<file path="config.mk">
export PLATFORM = sky130hd
export DESIGN_NAME = cskip_accum_32
export DESIGN_NICKNAME = d
export VERILOG_FILES = /design/src/rtl/cskip_accum_32.sv
export SDC_FILE = /design/constraint.sdc
export NUM_CORES = 1
export LEC_CHECK = 0
export ABC_AREA = 1
export CAP_MARGIN = 20
export CORE_ASPECT_RATIO = 1.25
export CORE_MARGIN = 2
export CORE_UTILIZATION = 45
export DETAILED_ROUTE_END_ITERATION = 10
export PLACE_DENSITY = 0.7
export SETUP_SLACK_MARGIN = 0.1
export SLEW_MARGIN = 25
export SYNTH_ARGS = -nofsm -noshare
export SYNTH_HDL_FRONTEND = slang
export SYNTH_SLANG_ARGS = --single-unit
export TNS_END_PERCENT = 100
</file>
<file path="constraint.sdc">
create_clock -name clk -period 26.8 [get_ports clk]
set_clock_uncertainty 0.15 [all_clocks]
set_input_delay 5.36 -clock clk [delete_from_list [all_inputs] [get_ports clk]]
set_output_delay 5.36 -clock clk [all_outputs]
set_load 0.1 [all_outputs]
</file>
<file path="src/rtl/cskip_accum_32.sv">
// Streaming burst accumulator built around a 32-bit carry-skip adder (8-bit skip blocks).
// Define CSKIP_ACCUM_SATURATE_EN to clamp the running sum at 32'hFFFFFFFF on carry-out.

module cskip_add_32 (
   input  logic [31:0] x1,
   input  logic [31:0] x2,
   input  logic        cin,
   output logic [31:0] s,
   output logic        cout
);
   logic [31:0] p_s;
   logic [31:0] g_s;
   logic        c_s;
   logic        blk_c_s;

   assign p_s = x1 ^ x2;
   assign g_s = x1 & x2;

   // Ripple inside each 8-bit block; a fully propagating block forwards its carry-in directly.
   always_comb begin
      s       = 32'd0;
      c_s     = 1'b0;
      blk_c_s = cin;
      for (int b = 0; b < 4; b++) begin
         c_s = blk_c_s;
         for (int i = 0; i < 8; i++) begin
            s[8*b+i] = p_s[8*b+i] ^ c_s;
            c_s      = g_s[8*b+i] | (p_s[8*b+i] & c_s);
         end
         blk_c_s = (&p_s[8*b +: 8]) ? blk_c_s : c_s;
      end
      cout = blk_c_s;
   end
endmodule

module cskip_accum_32 #(
   parameter int   COUNT_W  = 8,
   parameter logic INIT_CIN = 1'b0
) (
   input  logic               clk,
   input  logic               rst,
   input  logic               in_valid,
   output logic               in_ready,
   input  logic [31:0]        in_data,
   input  logic               in_last,
   output logic               out_valid,
   input  logic               out_ready,
   output logic [31:0]        out_sum,
   output logic               out_ovf,
   output logic [COUNT_W-1:0] out_count
);
   localparam logic [1:0] ST_IDLE  = 2'd0;
   localparam logic [1:0] ST_ACCUM = 2'd1;
   localparam logic [1:0] ST_HOLD  = 2'd2;
   localparam logic [COUNT_W-1:0] CNT_ONE = {{(COUNT_W-1){1'b0}}, 1'b1};
   localparam logic [COUNT_W-1:0] CNT_MAX = {COUNT_W{1'b1}};

   logic [1:0]         state_q, state_d;
   logic [31:0]        acc_q, acc_d;
   logic               ovf_q, ovf_d;
   logic [COUNT_W-1:0] count_q, count_d;
   logic               out_valid_q, out_valid_d;
   logic [31:0]        out_sum_q, out_sum_d;
   logic               out_ovf_q, out_ovf_d;
   logic [COUNT_W-1:0] out_count_q, out_count_d;

   logic        accept_s;
   logic        first_s;
   logic [31:0] x1_s;
   logic [31:0] x2_s;
   logic        cin_s;
   logic [31:0] sum_s;
   logic        cout_s;

   function automatic logic [COUNT_W-1:0] sat_inc(input logic [COUNT_W-1:0] cnt);
      if (cnt == CNT_MAX) begin
         return cnt;
      end else begin
         return cnt + CNT_ONE;
      end
   endfunction

   assign in_ready = (state_q != ST_HOLD) || out_ready;
   assign accept_s = in_valid && in_ready;
   assign first_s  = (state_q != ST_ACCUM);

   // Idle data lanes are forced to zero so an undriven operand never reaches the adder.
   assign x1_s  = first_s ? 32'd0 : acc_q;
   assign x2_s  = in_valid ? in_data : 32'd0;
   assign cin_s = first_s ? INIT_CIN : 1'b0;

   cskip_add_32 u_add (
      .x1  (x1_s),
      .x2  (x2_s),
      .cin (cin_s),
      .s   (sum_s),
      .cout(cout_s)
   );

   // Next-state: accumulate accepted beats, open/close bursts and retire results.
   always_comb begin
      state_d     = state_q;
      acc_d       = acc_q;
      ovf_d       = ovf_q;
      count_d     = count_q;
      out_valid_d = out_valid_q;
      out_sum_d   = out_sum_q;
      out_ovf_d   = out_ovf_q;
      out_count_d = out_count_q;
      if (accept_s) begin
`ifdef CSKIP_ACCUM_SATURATE_EN
         acc_d = cout_s ? 32'hFFFF_FFFF : sum_s;
`else
         acc_d = sum_s;
`endif
         ovf_d       = (first_s ? 1'b0 : ovf_q) | cout_s;
         count_d     = first_s ? CNT_ONE : sat_inc(count_q);
         state_d     = in_last ? ST_HOLD : ST_ACCUM;
         out_valid_d = in_last;
         if (in_last) begin
            out_sum_d   = acc_d;
            out_ovf_d   = ovf_d;
            out_count_d = count_d;
         end else begin
            out_sum_d   = out_sum_q;
         end
      end else if ((state_q == ST_HOLD) && out_ready) begin
         state_d     = ST_IDLE;
         out_valid_d = 1'b0;
      end else begin
         state_d     = state_q;
      end
   end

   // State registers with synchronous reset.
   always_ff @(posedge clk) begin
      if (rst) begin
         state_q     <= ST_IDLE;
         acc_q       <= 32'd0;
         ovf_q       <= 1'b0;
         count_q     <= {COUNT_W{1'b0}};
         out_valid_q <= 1'b0;
         out_sum_q   <= 32'd0;
         out_ovf_q   <= 1'b0;
         out_count_q <= {COUNT_W{1'b0}};
      end else begin
         state_q     <= state_d;
         acc_q       <= acc_d;
         ovf_q       <= ovf_d;
         count_q     <= count_d;
         out_valid_q <= out_valid_d;
         out_sum_q   <= out_sum_d;
         out_ovf_q   <= out_ovf_d;
         out_count_q <= out_count_d;
      end
   end

   assign out_valid = out_valid_q;
   assign out_sum   = out_sum_q;
   assign out_ovf   = out_ovf_q;
   assign out_count = out_count_q;
endmodule

</file>
==> results of run 1 <==
[layout make-up]
class / instances / area, sq um
flip-flops and latches: 84 / 1680
clock buffers: 14 / 274
clock inverters: 1 / 30.0
inverters: 79 / 299
well taps: 129 / 161
repair buffers: 83 / 821
fillers: 920 / 4300
multi-input cells: 395 / 2540
[state kept, by name (all words and copies together), names as in the netlist]
name	flops
acc_q	32
count_q	8
out_count	8
out_ovf	1
out_sum	32
ovf_q	1
state_q	2
[worst reg2reg max path: cells and delay by family, from the launching register on]
| kind | cells | cell delay [ns] |
|---|---|---|
| buffers and inverters | 3 | 0.19 |
| adder cells (fa/ha/maj) | 32 | 12.50 |
| flip-flops | 1 | 0.40 |
| AND/OR/NAND/NOR | 8 | 1.09 |
| AO/OA/AOI/OAI | 2 | 0.32 |
[report_power, final]
group          total [mW]  internal, mW  switching [mW]
Clock               0.126        0.0794          0.0471
Combinational      0.0670        0.0204          0.0466
Sequential          0.136         0.133         0.00332
[kinds of logic (layout without fill, tap and decap cells)]
group | after synthesis | count (layout)
adders and majority gates | 64 | 64
and+or+nand+nor | 187 | 187
DFF | 84 | 84
xor gates and xnor gates | 4 | 4
buffers and inverters | 111 | 177
AOI/OAI and AO/OA | 140 | 140
[cells in the mapped netlist, drive strengths merged (2+ instances only)]
cell type  instances
xnor2              2
o21ai             55
a21oi             80
nand3             10
inv               78
clkbuf            16
ha                33
xor2               2
nand2            120
fa                31
dfxtp             84
buf               16
nand4              5
nor2              48
or2                2
[path summary, 6_finish.rpt]
kind,slack (ns),end,start,cells after the start
hold reg to reg,0.30,acc_q[8]$_SDFFE_PP0P_,acc_q[8]$_SDFFE_PP0P_,2
setup reg to reg,12.06,out_ovf$_SDFFE_PP0P_,state_q[1]$_SDFFE_PP0P_,45
setup / recovery,6.90,out_ovf$_SDFFE_PP0P_,in_valid,46
hold / removal,0.30,acc_q[8]$_SDFFE_PP0P_,acc_q[8]$_SDFFE_PP0P_,2
[metrics by stage]
| stage | power [mW] | utilization (%) | hold WS (ns) | setup WS (ns) |
|---|---|---|---|---|
| after floorplan | 0.187 | - | 0.280 | 7.59 |
| after global placement | 0.204 | 54.4 | 0.290 | 6.84 |
| after detailed placement | 0.206 | 54.4 | 0.295 | 6.57 |
| after CTS | 0.331 | 57.4 | 0.304 | 6.88 |
| after global routing | 0.343 | 57.5 | 0.320 | 6.16 |
| final | 0.329 | 57.5 | 0.303 | 6.90 |
[routing by layer]
metal	global-route usage, %	share of wire (%)
met5	0	0
met4	7.97	2.1
met3	2.11	2.6
met2	35.0	52
met1	23.8	43
==> impl_metrics.toml, run 1 <==
[run_status]
status = "completed"

[power]
power_leakage_nw = 2.66
ir_drop_mv = 0.0278
cellPowerDensity_nw_per_um2 = 56.7

[global_routing]
grt_pass1_vias = 3938
grtUsageTotal_pct = 19.7
grt_max_degree = 69
antenna_found_initial = 0
grt.overflow.total = 0
grt_pass1_wl_um = 17700

[worst_setup_path]
worstPathRequired_ns = 26.89
critPathBufInv = 5
cp_max_fo = 33
critical_path_class = "in -> reg"
start_kind = "primary input"
critPathMaxStageDelay_ns = 0.45
path_delay_family = "adder cells"
end_kind = "flip-flop"
critPathSlowestCell = "fa_1"
crit_arrival_ns = 19.98
cp_common_cell = "fa_1"

[place]
portBuffers = 79
routabilityCongestion = 0.856
placed_area_sq_um = 5500
hpwlAfterDp_um = 7160
dpl.cell_count = 770

[clock_tree]
cts-root-buf = "clkbuf_16"
clkLatencyLatePin_ns = 0.34
holdBufCountCts = 0
cts_buffers = 9
post_cts_buffers = 0
clk_pin_slew_worst_paths_ns = 0.06
cts_sinks = 84
cts_tree = "built"
cts_resized = 0
htreeDepth = 3
clockBufferDepth = 2

[sta]
min_period_ns = 19.90
timing.fmax_ghz = 0.0503
final_max_slew_viol_count = 0
grt_setup_unrepaired = "false"
worst_pin_slew_ns = 0.978
slew_headroom_pct = 34.6
fin_tns_setup_ns = 0
hold_viol_final = 0
setup_violations = 0
post-route-period-util_pct = 74.2

[logic_synthesis]
yosysTopAreaCellShare_pct = 36.1
syn_area_sq_um = 4660
yosys.cell_types.count = 30
synth_top_family_by_area = "adder cells"
synth_ff_type = "dfxtp_1"
synthSimpleGateAreaFrac_pct = 16.2
synth_xor_area_share_pct = 0.752
yosysSeqAreaShare_pct = 36.1
synth_area_leaders = "dfxtp_1 36%, fa_1 13%, nand2_1 9.5%"
post-synth-top-area-cell = "dfxtp_1"
synthCells = 590
synth_fa_ha_area_share_pct = 22.2
synth_compound_area_share_pct = 15.3
avgSynthCellArea_sq_um = 7.90
synthMuxAreaShare_pct = 0
yosysWarnings = 0
synth-edff-count = 0
syn-num-nets = 691
ys_ff_latch = 84
synthArstFlopShare_pct = 0

[floorplanning]
die-height_um = 118
ios = 80
die-area_sq_um = 11200
initial_utilization_pct = 46.1
core_sq_um = 10100
die_w_um = 95.0
rows = 41

[detailed_routing]
drc = 0
routed_wire_length_per_instance_um = 13.1
num_vias = 3915
finalWirelength_um = 10300
ant_nets = 0
drt_first_pass_iters = 4
dr.first_iter.drc_count = 146
vias_per_cell = 4.99

[cells_and_area]
fin_area_sq_um = 5810
drive_gt1_share_pct = 3.96
syn_to_final_growth_pct = 24.7
layout_commonest_cell = "nand2_1"
fin_nets = 753
antenna-diode-count = 0
final_cell_mix = "118 x nand2_1, 84 x dfxtp_1, 80 x a21oi_1"
finalNonFillerCells = 785

[worst_hold_path]
hp-class = "reg -> reg"

[flow_run]
cap_violations = 0
No activity file was read; power rests on OpenSTA's default activity.
==> inputs of run 2 (changes only) <==
--- a/config.mk
+++ b/config.mk
@@ -11,7 +11,7 @@
 export CORE_MARGIN = 2
 export CORE_UTILIZATION = 45
 export DETAILED_ROUTE_END_ITERATION = 10
-export PLACE_DENSITY = 0.7
+export PLACE_DENSITY = 0.72
 export SETUP_SLACK_MARGIN = 0.1
 export SLEW_MARGIN = 25
 export SYNTH_ARGS = -nofsm -noshare
==> constraint.sdc (replaced) <==
create_clock -name clk -period 16.6 [get_ports clk]
set_clock_uncertainty 0.15 [all_clocks]
set_input_delay 3.32 -clock clk [delete_from_list [all_inputs] [get_ports clk]]
set_output_delay 3.32 -clock clk [all_outputs]
set_load 0.1 [all_outputs]
==> impl_metrics.toml, run 2 (synthesis results as in run 1) <==
[run_status]
status = "completed"

[cells_and_area]
antenna-diode-count = 0
fin_area_sq_um = 6000
multiInputGateArea_sq_um = 2650
final_cell_mix = "116 x nand2_1, 84 x dfxtp_1, 80 x a21oi_1"
finalNonFillerCells = 793
fin_util_pct = 59.4
syn_to_final_growth_pct = 28.7
nFillCells = 912
drive_gt1_share_pct = 11.3
layout_commonest_cell = "nand2_1"
fin_nets = 760
register_area_sq_um = 1680

[global_routing]
grt_pass1_vias = 3919
antenna_found_initial = 0
grt.overflow.total = 0
grt_max_degree = 69
grtUsageTotal_pct = 20.1
grt_pass1_wl_um = 17800

[detailed_routing]
dr.first_iter.drc_count = 109
routed_wire_length_per_instance_um = 13.5
drt_first_pass_iters = 4
vias_per_cell = 4.99
finalWirelength_um = 10700
num_vias = 3960
drc = 0
ant_nets = 0

[worst_setup_path]
critPathSlowestCell = "fa_2"
end_kind = "flip-flop"
cp_common_cell = "fa_2"
critical_path_class = "in -> reg"
cp_max_fo = 2
worstPathRequired_ns = 16.69
start_kind = "primary input"
crit_arrival_ns = 16.24
critPathMaxStageDelay_ns = 0.39

[sta]
setup_violations = 0
min_period_ns = 16.15
setup_ws_ns = 0.453
final_max_slew_viol_count = 0
grt_setup_unrepaired = "true"
hold_viol_final = 0
fin_tns_setup_ns = 0
worst_pin_slew_ns = 0.995
slew_headroom_pct = 33.5
hold_slack_ns = 0.304
timing.fmax_ghz = 0.0619
post-route-period-util_pct = 97.3

[floorplanning]
initial_utilization_pct = 46.1
die-area_sq_um = 11200
die-height_um = 118
core_sq_um = 10100
ios = 80
die_w_um = 95.0
rows = 41

[place]
pre_cts_slack_ns = -0.539
placed_area_sq_um = 5590
routabilityCongestion = 0.842
dpl.cell_count = 776
hpwlAfterDp_um = 7480
portBuffers = 79

[power]
p_sw_share_pct = 28.8
power_leakage_nw = 2.65
p_switching_uw = 160
power_uw = 555
ir_drop_mv = 0.0472
seq_power_share_pct = 39.6
cellPowerDensity_nw_per_um2 = 92.5
internal-power_uw = 395
comb_power_share_pct = 19.9
pwr-share-clk_pct = 40.5

[clock_tree]
cts_buffers = 9
clkLatencyLatePin_ns = 0.34
htreeDepth = 3
cts_sinks = 84
cts-root-buf = "clkbuf_16"
clk_pin_slew_worst_paths_ns = 0.06
clockBufferDepth = 2
cts_tree = "built"

[flow_run]
cap_violations = 0

[worst_hold_path]
hp-class = "reg -> reg"
[run 2: critical path: cells and delay by family]
family	cells	cell delay [ns]
buffers and inverters	4	0.20
and+or+nand+nor	7	0.79
adders and majority gates	32	11.62
AOI/OAI and AO/OA	2	0.26
[run 2: routing by layer]
metal	global-route usage [%]	part of all wire, %
met1	24.3	41
met2	34.4	54
met3	3.59	3.5
met4	8.88	1.8
met5	0	0
[run 2: layout make-up]
| type | instances | area share [%] |
|---|---|---|
| tap | 129 | 2.69 |
| sequential | 84 | 28.0 |
| clock inverter | 5 | 1.67 |
| inverter | 79 | 4.99 |
| multi-input combinational | 395 | 44.2 |
| timing repair buffer | 90 | 14.5 |
| clock buffer | 11 | 3.88 |
[run 2: repair_timing]
action	4_1_cts	5_1_grt
pin swaps	2	42
resized for setup	6	25
setup endpoints to repair	4	6
cloned	0	0
hold buffers	0	0
buffers inserted	0	1
endpoints found under the hold margin	0	0
[run 2: power groups by stage]
stage	Combinational [mW]	Sequential, mW	Clock (mW)
after floorplan	0.0462	0.256	0
after global placement	0.107	0.224	0
after detailed placement	0.109	0.224	0
after CTS	0.110	0.220	0.228
after global routing	0.121	0.221	0.238
final	0.111	0.220	0.225
[run 2: final timing paths]
path	startpoint	end	slack (ns)	depth (start not counted)
min reg2reg	acc_q[16]$_SDFFE_PP0P_	acc_q[16]$_SDFFE_PP0P_	0.30	2
max	in_valid	out_ovf$_SDFFE_PP0P_	0.45	45
min	acc_q[16]$_SDFFE_PP0P_	acc_q[16]$_SDFFE_PP0P_	0.30	2
max reg2reg	state_q[1]$_SDFFE_PP0P_	out_ovf$_SDFFE_PP0P_	2.91	45
